**src/rtl/serial_mon_pkg.sv**
```systemverilog
// Shared definitions for the serial_rx link monitor: link-state encodings
// and a saturating increment used by the watchdog and statistics counters.
package serial_mon_pkg;

   localparam logic [1:0] LST_LOST   = 2'd0;
   localparam logic [1:0] LST_SEEK   = 2'd1;
   localparam logic [1:0] LST_LOCKED = 2'd2;

   // Returns val+1, or val unchanged once it has reached lim.
   function automatic logic [31:0] sat_inc(input logic [31:0] val, input logic [31:0] lim);
      if (val >= lim) return val;
      return val + 32'd1;
   endfunction

endpackage

```
**src/rtl/serial_mon_fifo.sv**
```systemverilog
// First-word-fall-through FIFO for the link monitor. The head word is kept in
// its own register so the output holds its last value while the FIFO is empty.
// A push into a full FIFO is accepted only when a pop happens in the same cycle.
module serial_mon_fifo #(
   parameter int DW = 64,
   parameter int AW = 2
) (
   input  logic          clk,
   input  logic          rst,
   input  logic          push,
   input  logic [DW-1:0] push_data,
   output logic          full,
   input  logic          pop,
   output logic          valid,
   output logic [DW-1:0] head_data
);

   localparam int DEPTH = 2 ** AW;
   localparam logic [AW-1:0] PTR_ONE = AW'(1);
   localparam logic [AW:0]   CNT_ONE = (AW + 1)'(1);

   logic [DW-1:0] mem_q [DEPTH];
   logic [DW-1:0] mem_d [DEPTH];
   logic [AW-1:0] wr_q, wr_d, rd_q, rd_d;
   logic [AW:0]   cnt_q, cnt_d;
   logic [DW-1:0] head_q, head_d;
   logic          push_ok, pop_ok;

   assign full      = (cnt_q == (AW + 1)'(DEPTH));
   assign valid     = (cnt_q != '0);
   assign head_data = head_q;
   assign pop_ok    = pop & valid;
   assign push_ok   = push & (~full | pop_ok);

   // Next storage, pointers, occupancy and head word.
   always_comb begin
      mem_d  = mem_q;
      wr_d   = wr_q;
      rd_d   = rd_q;
      cnt_d  = cnt_q;
      head_d = head_q;
      if (push_ok) begin
         mem_d[wr_q] = push_data;
         wr_d        = wr_q + PTR_ONE;
      end
      if (pop_ok) rd_d = rd_q + PTR_ONE;
      case ({push_ok, pop_ok})
         2'b10:   cnt_d = cnt_q + CNT_ONE;
         2'b01:   cnt_d = cnt_q - CNT_ONE;
         default: cnt_d = cnt_q;
      endcase
      if (pop_ok && (cnt_q > CNT_ONE))
         head_d = mem_q[rd_q + PTR_ONE];
      else if (push_ok && ((cnt_q == '0) || pop_ok))
         head_d = push_data;
   end

   // FIFO registers.
   always_ff @(posedge clk or posedge rst) begin
      if (rst) begin
         for (int i = 0; i < DEPTH; i++) mem_q[i] <= '0;
         wr_q   <= '0;
         rd_q   <= '0;
         cnt_q  <= '0;
         head_q <= '0;
      end else begin
         mem_q  <= mem_d;
         wr_q   <= wr_d;
         rd_q   <= rd_d;
         cnt_q  <= cnt_d;
         head_q <= head_d;
      end
   end

endmodule

```
**src/rtl/serial_rx_monitor.sv**
```systemverilog
// Link monitor behind serial_rx: lock state machine with frame watchdog,
// FWFT buffering of good words, and link-health statistics.
// Statistics counters exist only when SERIAL_RX_MONITOR_STATS_EN is defined;
// otherwise good_cnt/err_cnt/ovf_cnt read 0 and clear_cnt is ignored.
//
// state  | meaning
// LOST   | no frame for TIMEOUT cycles, or out of reset
// SEEK   | frames seen, counting consecutive good frames toward lock
// LOCKED | link up, good words forwarded into the FIFO
module serial_rx_monitor #(
   parameter int DW       = 64,
   parameter int LOCK_N   = 3,
   parameter int UNLOCK_N = 2,
   parameter int TIMEOUT  = 400,
   parameter int FIFO_AW  = 2,
   parameter int CW       = 16
) (
   input  logic          clk,
   input  logic          rst,
   input  logic          rx_sync,
   input  logic [DW-1:0] rx_d,
   input  logic          rx_err,
   output logic [DW-1:0] out_data,
   output logic          out_valid,
   input  logic          out_ready,
   output logic [1:0]    link_state,
   output logic          link_up,
   input  logic          clear_cnt,
   output logic [CW-1:0] good_cnt,
   output logic [CW-1:0] err_cnt,
   output logic [CW-1:0] ovf_cnt
);

   import serial_mon_pkg::*;

   localparam int TW = $clog2(TIMEOUT + 1);
   localparam logic [3:0]    LOCK_V   = 4'(LOCK_N);
   localparam logic [3:0]    UNLOCK_V = 4'(UNLOCK_N);
   localparam logic [TW-1:0] TMO_V    = TW'(TIMEOUT);

   logic [1:0]    state_q, state_d;
   logic [3:0]    streak_q, streak_d;
   logic [3:0]    errrun_q, errrun_d;
   logic [TW-1:0] timer_q, timer_d;
   logic          link_up_q, link_up_d;
   logic          good, errf, timeout, lock_hit, push, fifo_full, drop;

   assign good    = rx_sync & ~rx_err;
   assign errf    = rx_sync & rx_err;
   assign timeout = (timer_q == TMO_V) & ~rx_sync;

   // Lock state machine and watchdog next-state; a frame always beats the timeout.
   always_comb begin
      state_d   = state_q;
      streak_d  = streak_q;
      errrun_d  = errrun_q;
      lock_hit  = 1'b0;
      timer_d   = rx_sync ? '0 : TW'(sat_inc(32'(timer_q), 32'(TIMEOUT)));
      if (timeout) begin
         state_d  = LST_LOST;
         streak_d = '0;
         errrun_d = '0;
      end else if (rx_sync) begin
         case (state_q)
            LST_LOST: begin
               state_d  = LST_SEEK;
               streak_d = good ? 4'd1 : 4'd0;
            end
            LST_SEEK: begin
               if (good) begin
                  streak_d = streak_q + 4'd1;
                  if (streak_q + 4'd1 == LOCK_V) begin
                     state_d  = LST_LOCKED;
                     errrun_d = '0;
                     lock_hit = 1'b1;
                  end
               end else begin
                  streak_d = '0;
               end
            end
            LST_LOCKED: begin
               if (good) begin
                  errrun_d = '0;
               end else begin
                  errrun_d = errrun_q + 4'd1;
                  if (errrun_q + 4'd1 == UNLOCK_V) begin
                     state_d  = LST_SEEK;
                     streak_d = '0;
                  end
               end
            end
            default: state_d = LST_LOST;
         endcase
      end
      link_up_d = (state_d == LST_LOCKED);
   end

   // State, watchdog and link_up registers.
   always_ff @(posedge clk or posedge rst) begin
      if (rst) begin
         state_q   <= LST_LOST;
         streak_q  <= '0;
         errrun_q  <= '0;
         timer_q   <= '0;
         link_up_q <= 1'b0;
      end else begin
         state_q   <= state_d;
         streak_q  <= streak_d;
         errrun_q  <= errrun_d;
         timer_q   <= timer_d;
         link_up_q <= link_up_d;
      end
   end

   assign link_state = state_q;
   assign link_up    = link_up_q;

   // The frame that completes lock is forwarded along with every later good frame.
   assign push = good & ((state_q == LST_LOCKED) | lock_hit);
   assign drop = push & fifo_full & ~(out_valid & out_ready);

   serial_mon_fifo #(.DW(DW), .AW(FIFO_AW)) u_fifo (
      .clk       (clk),
      .rst       (rst),
      .push      (push),
      .push_data (rx_d),
      .full      (fifo_full),
      .pop       (out_ready),
      .valid     (out_valid),
      .head_data (out_data)
   );

`ifdef SERIAL_RX_MONITOR_STATS_EN
   localparam logic [31:0] CNT_MAX = 32'((64'd1 << CW) - 64'd1);

   logic [CW-1:0] good_cnt_q, good_cnt_d, err_cnt_q, err_cnt_d, ovf_cnt_q, ovf_cnt_d;

   // Saturating statistics; clear overrides a same-cycle increment.
   always_comb begin
      good_cnt_d = good_cnt_q;
      err_cnt_d  = err_cnt_q;
      ovf_cnt_d  = ovf_cnt_q;
      if (clear_cnt) begin
         good_cnt_d = '0;
         err_cnt_d  = '0;
         ovf_cnt_d  = '0;
      end else begin
         if (good) good_cnt_d = CW'(sat_inc(32'(good_cnt_q), CNT_MAX));
         if (errf) err_cnt_d  = CW'(sat_inc(32'(err_cnt_q), CNT_MAX));
         if (drop) ovf_cnt_d  = CW'(sat_inc(32'(ovf_cnt_q), CNT_MAX));
      end
   end

   // Statistics registers.
   always_ff @(posedge clk or posedge rst) begin
      if (rst) begin
         good_cnt_q <= '0;
         err_cnt_q  <= '0;
         ovf_cnt_q  <= '0;
      end else begin
         good_cnt_q <= good_cnt_d;
         err_cnt_q  <= err_cnt_d;
         ovf_cnt_q  <= ovf_cnt_d;
      end
   end

   assign good_cnt = good_cnt_q;
   assign err_cnt  = err_cnt_q;
   assign ovf_cnt  = ovf_cnt_q;
`else
   logic unused_stats;
   assign unused_stats = clear_cnt | errf | drop;
   assign good_cnt     = '0;
   assign err_cnt      = '0;
   assign ovf_cnt      = '0;
`endif

endmodule

```
**config.mk**
```make
export PLATFORM = sky130hd
export DESIGN_NAME = serial_rx_monitor
export DESIGN_NICKNAME = d
export VERILOG_FILES = /design/src/rtl/serial_mon_pkg.sv /design/src/rtl/serial_mon_fifo.sv /design/src/rtl/serial_rx_monitor.sv
export SDC_FILE = /design/constraint.sdc
export NUM_CORES = 1
export LEC_CHECK = 0
export ABC_AREA = 1
export BUFFER_PORTS_ARGS = -buffer_cell sky130_fd_sc_hd__buf_4
export CORE_UTILIZATION = 64
export DETAILED_ROUTE_END_ITERATION = 10
export HOLD_SLACK_MARGIN = 0.12
export PLACE_DENSITY = 0.85
export SETUP_SLACK_MARGIN = 0.3
export SYNTH_ARGS = -nofsm -noshare
export SYNTH_HDL_FRONTEND = slang
export SYNTH_SLANG_ARGS = --single-unit
```
**constraint.sdc**
```tcl
create_clock -name clk -period 16.19 [get_ports clk]
set_clock_uncertainty 0.15 [all_clocks]
set_input_delay 1.619 -clock clk [delete_from_list [all_inputs] [get_ports clk]]
set_output_delay 1.619 -clock clk [all_outputs]
set_load 0.05 [all_outputs]
```
## Yosys cells after proc, flatten, opt, wreduce, memory -nomap -nowiden

Cells that the tools add are included.

| word-level totals | value |
|---|---|
| input port bits | 70 |
| flip-flop bits (word level) | 347 |
| memory bits (writable) | 0 |
| memory bits (read-only) | 0 |
| logic and storage cells | 102 |
| output and inout bits | 116 |
| latch bits | 0 |
| memories | 0 |

| operators by class | value |
|---|---|
| magnitude comparators | 5 |
| add/sub/neg operators | 7 |
| reduce and logical (&&, ||, !) cells | 14 |
| divide/modulo/power cells | 0 |
| $mul | 0 |
| equality and inequality tests | 14 |
| mux-type cells | 37 |
| bitwise operators | 12 |
| shift operators | 0 |

Operator list:

| kind | count |
|---|---|
| $mux W64 | 5 |
| $bwmux W256 | 1 |
| $bmux W64 S2 | 1 |
| $demux W64 S2 | 1 |
| $mux W4 | 10 |
| $mux W9 | 2 |
| $ne A3 B3 Y1 const B | 5 |
| $mux W2 | 6 |
| $pmux W4 S3 | 1 |
| $add A9 B1 Y9 const B | 1 |
| $eq A9 B9 Y1 const B | 1 |
| $ge A9 B9 Y1 const B | 1 |
| $add A4 B1 Y4 const B | 2 |
| $eq A4 B2 Y1 const B | 2 |
| $pmux W4 S2 | 1 |
| $reduce_and A4 Y1 | 2 |
| $mux W1 | 7 |
| $eq A2 B2 Y1 const B | 3 |
| $ge A3 B3 Y1 const B | 2 |
| $not A2 Y3 | 2 |
| $pmux W2 S3 | 1 |
| $pmux W3 S2 | 1 |
| $reduce_bool A2 Y1 | 3 |
| $reduce_bool A3 Y1 | 2 |
| 15 further kinds | 26 |

## Depth between registers and ports, before layout

Gate-level depths: netlist of the first run.

| depth | value |
|---|---|
| depth after elaboration | 13 |
| depth in mapped cells | 13 |
| gate-level depth less buffers | 12 |

## Cells and area by module

Synthesis of the first run repeated with hierarchy kept, for this count alone.

| unflattened totals | value |
|---|---|
| cell total of the unflattened synthesis | 2238 |
| area total of the unflattened synthesis | 17942.2 sq um |

Modules (own cells, without submodules):

| module | instances | sequential area each (sq um) | cells an instance | area an instance (sq um) |
|---|---|---|---|---|
| serial_mon_fifo | 1 | 8182.8 | 2006 | 16199.3 |
| serial_rx_monitor | 1 | 500.5 | 232 | 1742.9 |

## Least setup slack after synthesis of the first run

Ideal clock, no wire load.

| timing | value |
|---|---|
| path type | input -> register |
| start | input port rx_sync |
| end | register u_fifo.mem_q[193] (netlist bit) |
| slack | 13.149 ns |
| arrival time | 2.765 ns |
| cell stages on the path | 11 |
| setup time | 0.126 ns |
| data required time | 15.914 ns |
| buffers on the path | 2 |
| cells stage by stage | inv_2 > nor2_4 > inv_2 > nor2_4 > nand3_2 > nand2_2 > nand2_2 > nor2_1 > buf_4 > buf_2 > o21ai_0 |

| between the ends | value |
|---|---|
| word-level cells in the longest chain between the ends | 8 |
| elaborated cells between the ends (all ways) | 10 |
| those cells by class | mux (4); bitwise (6) |

Ends and longest elaborated chain:

| element | RTL line | text |
|---|---|---|
| start, declared | serial_rx_monitor.sv:20 | `input logic rx_sync,` |
| $and A1 B1 Y1 | serial_rx_monitor.sv:48 | `assign good = rx_sync & ~rx_err;` |
| $mux W1 | serial_rx_monitor.sv:70 | `if (good) begin` |
| $mux W1 | serial_rx_monitor.sv:64 | `case (state_q)` |
| $mux W1 | serial_rx_monitor.sv:63 | `end else if (rx_sync) begin` |
| $mux W1 | serial_rx_monitor.sv:59 | `if (timeout) begin` |
| $or A1 B1 Y1 | serial_rx_monitor.sv:119 | `assign push = good & ((state_q == LST_LOCKED) \| lock_hit);` |
| $and A1 B1 Y1 * | serial_rx_monitor.sv:119 |  |
| $and A1 B1 Y1 * | serial_mon_fifo.sv:33 | `assign push_ok = push & (~full \| pop_ok);` |
| end signal, assigned | serial_mon_fifo.sv:67 | `mem_q <= mem_d;` |
| end, declared | serial_mon_fifo.sv:22 | `logic [DW-1:0] mem_q [DEPTH];` |

Mark *: on every way between the ends. The rest lies on a longest branch, timed or not.
A chain may end at the register's enable or synchronous reset.

## Worst setup path after layout of the first run

| timing | value |
|---|---|
| start | input port rx_sync |
| end | register u_fifo.mem_q[215] (netlist bit) |

The elaborated chain is that of the path after synthesis.

==> results.yml, run 1 <==
sta:
  tightest_slew_ns: 1.18
  final_max_slew_viol_count: 0
  finalSetupViolations: 0
  rsz0062_at_grt: "no"
  slew_headroom_pct: 21.3
  fmaxAchievable_mhz: 193
  setup_tns_ns: 0
  fin_crit_sh_pct: 32.0
  finalHoldViolCount: 0
  fin_crit_ns: 5.19
cts:
  cts_made_buffers: 36
  cts_sinks: 347
  postCtsSetupBuffers: 0
  tritoncts: "yes"
  htreeDepth: 2
  clockBufferDepth: 3
  postCtsHoldBufs: 0
  post_cts_resized: 0
  insertion_delay_ns: 0.52
  path_clk_slew_ns: 0.06
  cts-root-buf: "clkbuf_16"
routing:
  finalWirelength_mm: 42.5
  drt_iter0_markers: 1388
  wire_per_inst_um: 16.7
  ant_nets: 0
  drt-pass1-iter-count: 6
  drc: 0
  viasPerCell: 5.75
  vias: 14600
synthesis:
  yosysTopAreaCell: "dfrtp_1"
  synth_top_area_share_pct: 51.4
  ys_seq_area_share_pct: 51.4
  synth_warnings: 0
  synth-async-reset-ratio_pct: 100
  synth_edf_count: 0
  avgSynthCellArea_sq_um: 7.90
  synth-seq-cells: 347
  ys_types: 32
  synthCells: 2137
  ys_top_cells_by_area: "dfrtp_1 51%, nand2_1 18%, o21ai_0 7.8%, inv_1 3.6%, buf_4 3.0%"
  synth_area_sq_um: 16900
  synth_flop_cell: "dfrtp_1"
die:
  die_area_sq_um: 27000
  die-height_um: 164
  die_x_um: 164
  initial_core_util_pct: 65.0
  rows: 59
  io_pins: 186
  core_sq_um: 26000
global_route:
  overflow: 0
  antenna_found_initial: 0
  first_global_vias: 14300
  grt_pass1_wl_mm: 69.8
  grt_start_max_net_pins: 143
  grtUsageTotal_pct: 32.3
layout:
  fin_util_pct: 72.1
  fin_cells: 2547
  multi_input_area_sq_um: 6710
  final.fill_count: 1931
  layout_common_cells: "825 x nand2_1, 345 x dfrtp_1, 263 x o21ai_0"
  ff_latch_area_sq_um: 8690
  syn2layout_area_growth_pct: 11.0
  final_common_cell: "nand2_1"
  antenna_cells: 0
  drive_gt1_share_pct: 10.8
  final_area_sq_um: 18700
  fin_nets: 2280
worst_setup_path:
  arrival_ns: 5.46
  worstPathMaxFanout: 90
  cp.required_ns: 16.47
  path_class: "in -> reg"
  cp-start-kind: "input pin"
  cp-end-kind: "register"
pwr:
  p_total_mw: 3.15
  pwr_density_cell_nw_per_um2: 168
  p_leak_nw: 9.99
  peakVddDrop_v: 0.000145
min_path:
  hold_class: "reg -> reg"
placement:
  portBuffers: 136
  hpwl_mm: 23.2
  dpl.cell_count: 2490
  dpl_cell_area_sq_um: 17600
  gp_congestion: 0.865
run_status:
  status: "finished, final reports clean"
run:
  maxCapViolCount: 0
## layout make-up
type	count	share of cell area (%)
clock buffers	48	5.43
repair buffers	149	5.97
flip-flops and latches	347	46.3
well taps	335	2.24
clock inverters	9	0.788
multi-input cells	1490	35.8
inverters	169	3.42
## cells by family (layout without fill, tap and decap cells)
kind of cell,after synthesis,in the layout,synth area share (%)
adders and majority gates,17,17,1.26
and+or+nand+nor,949,949,22.2
AOI/OAI and AO/OA,471,471,14.8
xor gates and xnor gates,5,5,0.259
buffers and inverters,347,375,10.1
DFF,347,347,51.4
other,1,48,0.0222
## synth_stat cells, types with 2 or more instances
cell / instances
xor2_1: 5
nor2_1: 46
o21ai_0: 263
nand4_1: 8
inv_2: 6
nand3_1: 36
nor2_4: 3
o21ai_1: 57
nand2_1: 828
buf_1: 3
nand2_2: 2
dfrtp_1: 347
ha_1: 17
buf_6: 16
o211ai_1: 14
nand3b_1: 2
o22ai_1: 76
buf_2: 21
nor3_1: 6
a21oi_1: 59
nor2_8: 2
clkbuf_1: 71
buf_4: 67
inv_1: 162
or2_2: 13
## per-layer routing
layer	global-route usage (%)	up-vias	part of all wire [%]
met4	13.9	0	3.3
li1	-	6822	-
met1	42.6	6996	40
met3	4.29	113	8.0
met2	53.8	718	48
met5	0	-	0
## critical path, stage by stage
cell and delay (ns):
buf_4 0.10, inv_2 0.10, nor2_4 0.17, inv_2 0.10
nor2_4 0.10, nand3_2 0.16, nand2_2 0.14, nand2_4 0.31
buf_4 0.56, nor2_4 0.95, buf_4 0.80, nand2_1 0.15
o21ai_1 0.15
## final timing paths
path | start | endpoint | slack, ns | cells past startpoint
max in group asynchronous | rst | u_fifo.rd_q[1] | 12.21 | 4
setup / recovery | rx_sync | u_fifo.mem_q[215] | 11.00 | 13
hold / removal | u_fifo.head_data[41] | u_fifo.head_data[41] | 0.32 | 2
setup reg to reg | link_state[1] | u_fifo.mem_q[215] | 11.59 | 12
min in group asynchronous | rst | u_fifo.head_data[53] | 1.15 | 2
hold reg to reg | u_fifo.head_data[41] | u_fifo.head_data[41] | 0.32 | 2
## report_power, final
| group | internal (mW) | switching [mW] |
|---|---|---|
| logic | 0.310 | 0.887 |
| clock network | 0.502 | 0.333 |
| registers | 1.01 | 0.109 |
## registers in the layout (all words and copies together) (netlist names)
signal / count
timer_q: 9
errrun_q: 4
u_fifo.head_data: 64
link_up: 1
u_fifo.rd_q: 2
u_fifo.mem_q: 256
streak_q: 4
u_fifo.cnt_q: 3
link_state: 2
u_fifo.wr_q: 2
## stage by stage
stage	hold WS, ns	setup slack (ns)
detailed placement	0.309	10.63
global placement	0.305	10.77
floorplan	0.313	4.80
global route	0.340	10.69
finish	0.320	11.00
CTS	0.324	11.15
No activity file was read; power rests on OpenSTA's default activity.
==> run 2: changes to the inputs <==
--- a/config.mk
+++ b/config.mk
@@ -5,12 +5,12 @@
 export SDC_FILE = /design/constraint.sdc
 export NUM_CORES = 1
 export LEC_CHECK = 0
-export ABC_AREA = 1
+export ABC_AREA = 0
 export BUFFER_PORTS_ARGS = -buffer_cell sky130_fd_sc_hd__buf_4
-export CORE_UTILIZATION = 64
+export CORE_UTILIZATION = 53
 export DETAILED_ROUTE_END_ITERATION = 10
 export HOLD_SLACK_MARGIN = 0.12
-export PLACE_DENSITY = 0.85
+export PLACE_DENSITY = 0.75
 export SETUP_SLACK_MARGIN = 0.3
 export SYNTH_ARGS = -nofsm -noshare
 export SYNTH_HDL_FRONTEND = slang
==> constraint.sdc (replaced) <==
create_clock -name clk -period 4.7 [get_ports clk]
set_clock_uncertainty 0.15 [all_clocks]
set_input_delay 0.47 -clock clk [delete_from_list [all_inputs] [get_ports clk]]
set_output_delay 0.47 -clock clk [all_outputs]
set_load 0.05 [all_outputs]
==> results.yml, run 2 <==
synthesis:
  ys_types: 48
  ys_seq_area_share_pct: 54.5
  synth_most_common_cell: "dfrtp_1"
  synth_warnings: 0
  ys_top_cells_by_area: "dfrtp_1 55%, mux2_2 17%, mux4_2 9.0%, mux2i_1 4.1%, buf_4 2.3%"
  synth_edf_count: 0
  avgSynthCellArea_sq_um: 14.0
  synth-async-reset-ratio_pct: 100
  synth.top_cells.by_count: "347 x dfrtp_1, 236 x mux2_2, 81 x nor2_1"
  synth_flop_cell: "dfrtp_1"
  synth-seq-cells: 347
  synth_area_sq_um: 15900
  yosysTopAreaCell: "dfrtp_1"
  synth_top_area_share_pct: 54.5
  synthCells: 1138
worst_setup_path:
  crit_chain: "inv_1 -> ha_1 -> and3_1 -> a221oi_2 -> nor3_2 -> buf_4 -> nand2_4 -> buf_12 -> mux2_2"
  critPathSlowestCell: "a221oi_2"
  cp.required_ns: 4.96
  critPathBufInv: 3
  arrival_ns: 3.55
  worstPathMaxFanout: 36
  critical_path.max_stage_delay_ns: 0.59
  cp_top_family: "simple AND/OR/NAND/NOR gates"
  cp-start-kind: "register"
  worst-path-stages: 9
  cp-end-kind: "register"
  timing.rr.start: "link_state[1]"
  worst-r2r-setup-slack_ns: 1.41
  path_class: "reg -> reg"
  rr_endpoint: "u_fifo.mem_q[2]"
  cp-startpoint: "link_state[1]"
  rr_worst_depth: 9
  crit_end: "u_fifo.mem_q[2]"
cts:
  clockBufferDepth: 3
  postCtsSetupBuffers: 0
  cts_made_buffers: 37
  htreeDepth: 2
  cts-root-buf: "clkbuf_16"
  insertion_delay_ns: 0.52
  tritoncts: "yes"
  cts_sinks: 347
  path_clk_slew_ns: 0.06
die:
  die_area_sq_um: 30800
  die-height_um: 175
  die_x_um: 175
  io_pins: 186
  core_sq_um: 29600
  initial_core_util_pct: 53.7
  rows: 63
routing:
  ant_nets: 0
  viasPerCell: 5.50
  drt-pass1-iter-count: 6
  drt_iter0_markers: 501
  wire_per_inst_um: 18.0
  drc: 0
  vias: 9609
  finalWirelength_mm: 31.4
sta:
  finalHoldViolCount: 0
  fin_crit_ns: 3.29
  whs_ns: 0.159
  rsz0062_at_grt: "no"
  fin_crit_sh_pct: 70.0
  finalSetupViolations: 0
  setup_tns_ns: 0
  slew_headroom_pct: 38.9
  final_max_slew_viol_count: 0
  fmaxAchievable_mhz: 304
  tightest_slew_ns: 0.902
global_route:
  first_global_vias: 9824
  grt_start_max_net_pins: 129
  antenna_found_initial: 1
  grt_pass1_wl_mm: 51.8
  grtUsageTotal_pct: 21.1
  overflow: 0
pwr:
  pwr_density_cell_nw_per_um2: 533
  peakVddDrop_v: 0.000353
  p_seq_share_pct: 38.3
  p_total_mw: 10.2
  intPower_mw: 6.44
  switching_share_pct: 36.8
  p_comb_share_pct: 33.9
  p_switching_mw: 3.74
  pwr-share-clk_pct: 27.8
  p_leak_nw: 9.61
layout:
  fin_util_pct: 64.5
  final.fill_count: 2171
  drive_gt1_share_pct: 38.4
  largest_reg_flops: 256
  ff_latch_area_sq_um: 8690
  top_register: "u_fifo.mem_q"
  multi_input_area_sq_um: 6790
  syn2layout_area_growth_pct: 20.0
  layout_common_cells: "345 x dfrtp_1, 236 x mux2_2, 144 x buf_4"
  fin_nets: 1418
  final_common_cell: "dfrtp_1"
placement:
  gp_congestion: 0.716
  portBuffers: 136
  hpwl_mm: 18.2
run_status:
  status: "finished, final reports clean"
min_path:
  hold_class: "in -> reg"
  min_path_cells: 3
run:
  maxCapViolCount: 0
## run 2: changes by cell type after synthesis, moves of 35 or more
| cell | before | now |
|---|---|---|
| mux2i_1 | 0 | 66 |
| o21ai_1 | 57 | 0 |
| clkbuf_1 | 71 | 25 |
| inv_1 | 162 | 17 |
| nand2_1 | 828 | 20 |
| o21ai_0 | 263 | 17 |
| nor2_1 | 46 | 81 |
| mux4_2 | 0 | 64 |
| mux2_2 | 0 | 236 |
| o22ai_1 | 76 | 2 |
## run 2: worst min path at each step
stage                                  from                end
final                                rx_err        errrun_q[0]
after global routing                 rx_err        errrun_q[0]
after CTS                            rx_err        errrun_q[0]
after detailed placement  u_fifo.mem_q[253]  u_fifo.mem_q[253]
after global placement     u_fifo.mem_q[43]   u_fifo.mem_q[43]
after floorplan            u_fifo.mem_q[30]   u_fifo.mem_q[30]
## run 2: logic make-up (layout without fill, tap and decap cells)
group | Yosys count | count (layout) | synth area share [%]
multiplexers | 386 | 386 | 31.3
AO/OA/AOI/OAI | 112 | 112 | 4.01
buffers and inverters | 128 | 300 | 4.34
flip-flops | 347 | 347 | 54.5
other | 1 | 49 | 0.0235
adder cells (fa/ha/maj) | 17 | 17 | 1.34
AND/OR/NAND/NOR | 135 | 135 | 3.82
XOR/XNOR | 12 | 12 | 0.660
## run 2: repair_timing
item	CTS	global route
endpoints found under the hold margin	296	0
resized for setup	0	0
hold buffers	66	0
endpoints found under the setup margin	0	0
## run 2: worst min-delay path: cells and delay by family
kind / cells / cell delay [ns]
buffers and inverters: 1 / 0.14
and+or+nand+nor: 1 / 0.09
AOI/OAI and AO/OA: 1 / 0.07
## run 2: final cells by class
cell class	count	share of cell area [%]
sequential	347	45.5
multi-input combinational	710	35.5
timing repair buffer	218	9.95
clock buffer	55	5.51
tap	390	2.55
clock inverter	10	0.668
inverter	17	0.353
antenna	1	0.0131
## run 2: power groups by stage
stage          clock network [mW]  logic [mW]  registers, mW
5_1_grt                      3.02        3.68           3.97
4_1_cts                      2.90        3.50           3.90
6_report                     2.83        3.46           3.89
3_3_place_gp                    0        3.39           3.93
2_1_floorplan                   0        1.64           4.74
3_5_place_dp                    0        3.44           3.95
## run 2: metrics by stage
step                instance area (sq um)  setup WS [ns]  instances
floorplan                           16100         -0.564       1185
global placement                    17300           1.45       1616
detailed placement                  17300           1.42       1616
CTS                                 19100           1.41       1747
global route                        19100           1.21       1748
finish                              19100           1.41       1748
## run 2: layer usage
layer  global-route usage, %  wire (um)  part of all wire [%]
met3                    3.14       1130                   3.6
met5                       0          0                     0
met1                    28.7      14000                    45
met2                    35.8      15800                    50
met4                    5.36        524                   1.7
==> run 3: changes to the inputs <==
--- a/config.mk
+++ b/config.mk
@@ -7,10 +7,10 @@
 export LEC_CHECK = 0
 export ABC_AREA = 0
 export BUFFER_PORTS_ARGS = -buffer_cell sky130_fd_sc_hd__buf_4
-export CORE_UTILIZATION = 53
+export CORE_UTILIZATION = 59
 export DETAILED_ROUTE_END_ITERATION = 10
 export HOLD_SLACK_MARGIN = 0.12
-export PLACE_DENSITY = 0.75
+export PLACE_DENSITY = 0.8
 export SETUP_SLACK_MARGIN = 0.3
 export SYNTH_ARGS = -nofsm -noshare
 export SYNTH_HDL_FRONTEND = slang
==> constraint.sdc (replaced) <==
create_clock -name clk -period 3.3 [get_ports clk]
set_clock_uncertainty 0.15 [all_clocks]
set_input_delay 0.33 -clock clk [delete_from_list [all_inputs] [get_ports clk]]
set_output_delay 0.33 -clock clk [all_outputs]
set_load 0.05 [all_outputs]
==> results.yml, run 3 (synthesis gave the netlist of run 2 again) <==
worst_setup_path:
  critPathBufInv: 3
  critPathSlowestCell: "dfrtp_1"
  cp.required_ns: 3.53
  worstPathMaxFanout: 27
  cp-end-kind: "register"
  critical_path.max_stage_delay_ns: 0.44
  cp_common_cell: "buf_12"
  cp_top_family: "buffers and inverters"
  path_class: "reg -> reg"
  cp-start-kind: "register"
  crit_chain: "inv_1 -> ha_1 -> and3_1 -> a221oi_2 -> nor3_4 -> buf_12 -> nand2_4 -> buf_12 -> mux2_2"
  arrival_ns: 3.01
cts:
  clockBufferDepth: 3
  cts-root-buf: "clkbuf_16"
  path_clk_slew_ns: 0.06
  tritoncts: "yes"
  cts_sinks: 347
  insertion_delay_ns: 0.51
  cts_made_buffers: 36
  htreeDepth: 2
sta:
  fmaxAchievable_mhz: 360
  slew_headroom_pct: 29.9
  fin_crit_sh_pct: 84.2
  finalHoldViolCount: 0
  finalSetupViolations: 0
  fin_ws_ns: 0.521
  rsz0062_at_grt: "no"
  fin_crit_ns: 2.78
  tightest_slew_ns: 1.05
  final_max_slew_viol_count: 0
routing:
  topRoutingLayerUsed: "met4"
  viasPerCell: 5.75
  drt_iter0_markers: 491
  ant_nets: 0
  vias: 9840
  finalWirelength_mm: 32.3
  drc: 13
  dr_wl_met2_mm: 16.9
  drt-pass1-iter-count: 10
  dr_wl_met3_mm: 1.17
  drt-met1-wl_mm: 13.7
  wire_per_inst_um: 18.9
run_status:
  violations: "DRC"
  status: "finished, violations left"
global_route:
  grt_start_max_net_pins: 71
  grtUsageTotal_pct: 24.5
  first_global_vias: 10500
  grt_pass1_wl_mm: 54.0
  overflow: 0
  antenna_found_initial: 1
layout:
  final_common_cell: "dfrtp_1"
  top_register: "u_fifo.mem_q"
  largest_reg_flops: 256
  layout_common_cells: "345 x dfrtp_1, 236 x mux2_2, 149 x buf_4"
  fin_nets: 1435
  drive_gt1_share_pct: 39.0
  syn2layout_area_growth_pct: 21.4
pwr:
  p_total_mw: 14.7
  pwr_density_cell_nw_per_um2: 759
  p_leak_nw: 9.77
  peakVddDrop_v: 0.000614
placement:
  place_ws_ns: 0.118
  hpwl_mm: 19.7
  portBuffers: 136
  gp_congestion: 0.775
die:
  die_x_um: 166
  die-height_um: 166
  rows: 59
  die_area_sq_um: 27700
  core_sq_um: 26300
  io_pins: 186
  initial_core_util_pct: 60.6
run:
  maxCapViolCount: 0
min_path:
  hold_class: "reg -> reg"
## run 3: layout make-up
class	count	area [sq um]
inverters	17	67.6
well taps	335	419
clock inverters	10	150
clock buffers	54	1040
diodes	1	2.50
repair buffers	236	2180
flip-flops and latches	347	8690
fillers	1677	6940
multi-input cells	710	6790
## run 3: layer usage
| metal | track usage, % | vias up |
|---|---|---|
| met5 | 0 | - |
| met4 | 7.05 | 0 |
| met3 | 3.29 | 44 |
| met2 | 43.3 | 206 |
| met1 | 31.7 | 5129 |
| li1 | - | 4461 |
## run 3: path summary, 6_finish.rpt
path                                  start                    to  slack, ns  depth (start not counted)
setup / recovery              link_state[1]     u_fifo.mem_q[129]       0.52                          9
hold reg to reg            u_fifo.mem_q[42]      u_fifo.mem_q[42]       0.33                          1
hold / removal             u_fifo.mem_q[42]      u_fifo.mem_q[42]       0.33                          1
max in group asynchronous               rst  u_fifo.head_data[19]       1.67                          4
min in group asynchronous               rst     u_fifo.mem_q[115]       0.47                          3
setup reg to reg              link_state[1]     u_fifo.mem_q[129]       0.52                          9
## run 3: metrics by stage
stage | hold slack (ns) | setup TNS (ns) | utilization (%) | cells | area [sq um]
after detailed placement | 0.327 | 0 | 66.4 | 1576 | 17400
after global placement | 0.318 | 0 | 66.4 | 1576 | 17400
after global routing | 0.363 | 0 | 73.6 | 1710 | 19300
final | 0.334 | 0 | 73.6 | 1710 | 19300
after CTS | 0.340 | 0 | 73.5 | 1708 | 19300
after floorplan | 0.309 | -633.08 | - | 1185 | 16100
## run 3: timing repair
action | in CTS | in global routing
resized for setup | 1 | 0
setup endpoints to repair | 111 | 106
setup buffers | 0 | 1
hold buffers | 68 | 0
pin swaps | 0 | 1
hold endpoints to repair | 363 | 0
## run 3: power breakdown
group | switching [mW] | leakage [nW] | internal (mW)
logic | 3.11 | 4.54 | 1.89
clock network | 1.61 | 0.586 | 2.49
registers | 0.621 | 4.64 | 4.96
